--- config.mk ---
export PLATFORM = sky130hd
export DESIGN_NAME = register_unit
export DESIGN_NICKNAME = d
export VERILOG_FILES = /design/src/rtl/register_unit.sv
export SDC_FILE = /design/constraint.sdc
export NUM_CORES = 2
export LEC_CHECK = 0
export ABC_CLOCK_PERIOD_IN_PS = 4600
export CAP_MARGIN = 20
export CELL_PAD_IN_SITES_DETAIL_PLACEMENT = 2
export CELL_PAD_IN_SITES_GLOBAL_PLACEMENT = 2
export CORE_MARGIN = 5
export CORE_UTILIZATION = 42
export DETAILED_ROUTE_END_ITERATION = 12
export PLACE_DENSITY_LB_ADDON = 0.1
export SETUP_SLACK_MARGIN = 0.4
export SLEW_MARGIN = 10
export SYNTH_ARGS = -nofsm -noshare
export SYNTH_HDL_FRONTEND = slang
export SYNTH_SLANG_ARGS = --single-unit
export TNS_END_PERCENT = 50
--- constraint.sdc ---
create_clock -name clk -period 4.6 [get_ports clk]
set_input_delay 0.69 -clock clk [delete_from_list [all_inputs] [get_ports clk]]
set_output_delay 0.69 -clock clk [all_outputs]
set_load 0.02 [all_outputs]
--- src/rtl/register_unit.sv ---
`default_nettype none
// ============================================================================
// Module   : register_unit
// Brief    : 32 x XLEN RV32I integer register file, two async read ports plus
//            a debug read port and a committed-write counter. Optional
//            write-first forwarding on RURs1/RURs2 when RU_BYPASS_EN is defined.
// Revision : 1.0 - initial release
// ============================================================================
module register_unit #(
  parameter int          XLEN    = 32,
  parameter logic [31:0] SP_INIT = 32'h0000_03FC
) (
  input  logic            clk,
  input  logic            rst_n,
  input  logic [4:0]      rs1,
  input  logic [4:0]      rs2,
  input  logic [4:0]      rd,
  input  logic            RUWr,
  input  logic [XLEN-1:0] RUDataWr,
  output logic [XLEN-1:0] RURs1,
  output logic [XLEN-1:0] RURs2,
  input  logic [4:0]      DbgAddr,
  output logic [XLEN-1:0] DbgData,
  output logic [31:0]     WrCount
);

  localparam logic [XLEN-1:0] SP_RESET = XLEN'(SP_INIT);

  // x0 has no storage; reads of it are forced to zero below
  logic [XLEN-1:0] regs_q [1:31];
  logic [31:0]     wr_count_q;
  logic [31:0]     wr_count_d;
  logic            wr_en;
  logic [XLEN-1:0] rs1_old;
  logic [XLEN-1:0] rs2_old;

  assign wr_en      = RUWr && (rd != 5'd0);
  assign wr_count_d = wr_count_q + 32'd1;

  always_ff @(posedge clk) begin
    if (!rst_n) begin
      for (int i = 1; i < 32; i++) begin
        regs_q[i] <= (i == 2) ? SP_RESET : '0;
      end
      wr_count_q <= '0;
    end else if (wr_en) begin
      regs_q[rd] <= RUDataWr;
      wr_count_q <= wr_count_d;
    end
  end

  always_comb begin
    rs1_old = '0;
    rs2_old = '0;
    DbgData = '0;
    if (rs1 != 5'd0)     rs1_old = regs_q[rs1];
    if (rs2 != 5'd0)     rs2_old = regs_q[rs2];
    if (DbgAddr != 5'd0) DbgData = regs_q[DbgAddr];
  end

`ifdef RU_BYPASS_EN
  // Write-first: the value being committed this edge is visible now; debug stays read-old
  assign RURs1 = (rst_n && wr_en && (rs1 == rd)) ? RUDataWr : rs1_old;
  assign RURs2 = (rst_n && wr_en && (rs2 == rd)) ? RUDataWr : rs2_old;
`else
  assign RURs1 = rs1_old;
  assign RURs2 = rs2_old;
`endif

  assign WrCount = wr_count_q;

endmodule
`default_nettype wire

==> out/metrics.yaml <==
critical_path:
  worst_ep_arrival_time_ns: 3.56
  crit_type: "in -> out"
  startpoint_type: "primary input"
  cp_max_fo: 22
  critPathRequiredTime_ns: 3.91
  end_kind: "primary output"
  r2r_cells: 4
clocking:
  cts_tree: "yes"
  clk-insertion-delay-late_ns: 0.78
  cts_buffers: 135
  cts_buffer_depth: 3
  clock-root-buffer: "clkbuf_16"
  cts_sinks: 1056
  cts.reportedPaths.clkPinSlew_ns: 0.06
  cts.htree.levels: 4
synth:
  synth_xor_area_frac: 0.000544
  ys_ff_latch: 1056
  ys.flop_type: "edfxtp_1"
  synth_edf_count: 1024
  synth-seq-area-share: 0.487
  synth_fa_ha_area_frac: 0.000194
  synthArstFlopShare: 0
  yosys.area_share.simple: 0.119
  synthMuxAreaShare: 0.301
  yosysTopAreaCell: "edfxtp_1"
  netlist_instances: 4489
  avgSynthCellArea_um2: 14.3
  yosys_warnings: 0
  synth_common_cells: "1024 x edfxtp_1, 991 x and2_1, 652 x mux4_2"
  synth_compound_area_frac: 0.0567
  synth.area.top_cells: "edfxtp_1 48%, mux4_2 23%, and2_1 9.6%"
  synth.top_cell.area_share: 0.478
  synth_top_family_by_area: "multiplexers"
  yosysUniqueCellTypes: 51
  synthesis.area_um2: 64400
  yosysMostFrequentCell: "edfxtp_1"
global_routing:
  grt_antenna_before_repair: 29
  grt_max_degree: 65
  overflow: 0
  grt_pass1_vias: 50800
  grtUsageTotal: 0.358
  grt_pass1_wl_mm: 408
power:
  p_leak_nw: 26.1
  ir_drop_mv: 0.326
  powerDensity_nw_per_um2: 358
  power_mw: 26.7
flow_run:
  cap_viol_max_count: 0
layout:
  final_nets: 4693
  final_cell_area_um2: 74500
  area_delta_synth_final_pct: 15.7
  drive_gt1_frac: 0.284
route:
  drt-vias-per-instance: 7.06
  drt_pre_antenna_iters: 5
  vias: 47900
  routed_wirelength_mm: 294
  antenna_left: 0
  drc_errors: 0
  wl_per_cell_um: 43.4
  drt_iter0_markers: 6454
min_path:
  min_path_cells: 2
  hold_class: "in -> reg"
timing:
  max_freq_mhz: 235
  setup_viol: 0
  fin_crit_sh: 0.923
  finalWorstPathRequiredPeriod_ns: 4.25
  final.setup.worst_slack_ns: 0.354
  maxSlewHeadroom: 0.195
  holdWs_ns: 0.393
  clock_skew_ns: 0.0141
  tightest_slew_ns: 1.20
  tns_ns: 0
  drv_slew: 0
  finalHoldViolations: 0
  rsz0062_at_grt: "yes"
placement:
  hpwlAfterDp_mm: 185
  pre_cts_ws_ns: 0.347
  port_buffers: 182
  routabilityCongestion: 0.886
  dpl-instance-area_um2: 70200
run_status:
  status: "finished, final reports clean"
floorplan:
  core_um2: 152000
  die_w_um: 402
  die-area_um2: 161000
  rows: 143
  die_y_um: 402
  initial_core_util: 0.423
  io-pin-count: 183
==> through the flow <==
stage,instances,utilization
2_1_floorplan,4520,-
3_3_place_gp,6521,0.461
3_5_place_dp,6526,0.461
4_1_cts,6769,0.489
5_1_grt,6775,0.489
6_report,6782,0.489
==> layer usage <==
layer  share of wire  vias up  GRT usage  wire length (µm)
met5        0.000078        -          0                23
met3           0.097      753     0.0739             28600
met4           0.066        4      0.197             19300
met2            0.46     3122      0.560            135000
met1            0.38    25900      0.469            111000
li1                -    18100          -                 -
==> cell usage in the layout, fill, tap and decap left out, types with 17 or more instances in the layout <==
cell type / instances
edfxtp_1: 1024
and2_1: 991
mux4_2: 652
mux2i_1: 432
buf_4: 299
clkbuf_16: 140
nand2_1: 134
clkdlybuf4s50_1: 113
a221o_1: 96
a31oi_1: 95
o21ai_1: 62
a22oi_1: 61
a221oi_1: 59
buf_12: 58
a21oi_1: 38
mux2_2: 35
dfxtp_1: 32
conb_1: 32
clkbuf_1: 30
nor2_4: 27
clkinv_2: 26
or4_1: 25
clkinv_1: 24
o31ai_1: 22
o21ai_4: 21
nand4_1: 19
nand3_1: 17
==> worst max-delay path, stage by stage <==
cell             delay [ns]
clkbuf_8               0.32
buf_4                  0.34
nor2b_2                0.46
buf_4                  0.34
a22oi_1                0.13
a31oi_1                0.33
a21oi_2                0.19
buf_4                  0.17
clkdlybuf4s50_1        0.53
==> where the power goes <==
part,internal [mW],switching [mW]
Sequential,11.1,0.462
Clock,6.03,4.45
Combinational,1.91,2.76
Total,19.0,7.67
==> flip-flops by register name, indices dropped and copies added, names as in the netlist <==
signal,count
WrCount,32
regs_q,1024
==> worst paths after layout <==
kind	from	end	slack [ns]
setup / recovery	rs1[0]	RURs1[7]	0.35
hold / removal	rst_n	WrCount[3]$_SDFFE_PN0P_	0.39
setup reg to reg	WrCount[2]$_SDFFE_PN0P_	WrCount[27]$_SDFFE_PN0P_	2.15
hold reg to reg	WrCount[26]$_SDFFE_PN0P_	WrCount[26]$_SDFFE_PN0P_	0.50
==> timing repair <==
action,in CTS,in global routing
resized for setup,1,1
endpoints found under the setup margin,1,2
buffers inserted,0,0
hold buffers,0,0
==> area by class of cell <==
class	instances	area, µm²
Antenna cell	9	22.5
Timing Repair Buffer	493	4830
Tap cell	2030	2540
Multi-Input combinational cell	2942	31500
Clock inverter	72	588
Inverter	9	41.3
Sequential cell	1056	31400
Fill cell	14100	77700
Clock buffer	171	3630
==> kinds of logic after synthesis <==
logic type                 count (synthesis)
AOI/OAI and AO/OA                        495
xor gates and xnor gates                   4
adders and majority gates                  1
buffers and inverters                    522
DFF                                     1056
muxes                                   1119
other                                      1
and+or+nand+nor                         1291
No activity file was read; power rests on OpenSTA's default activity.
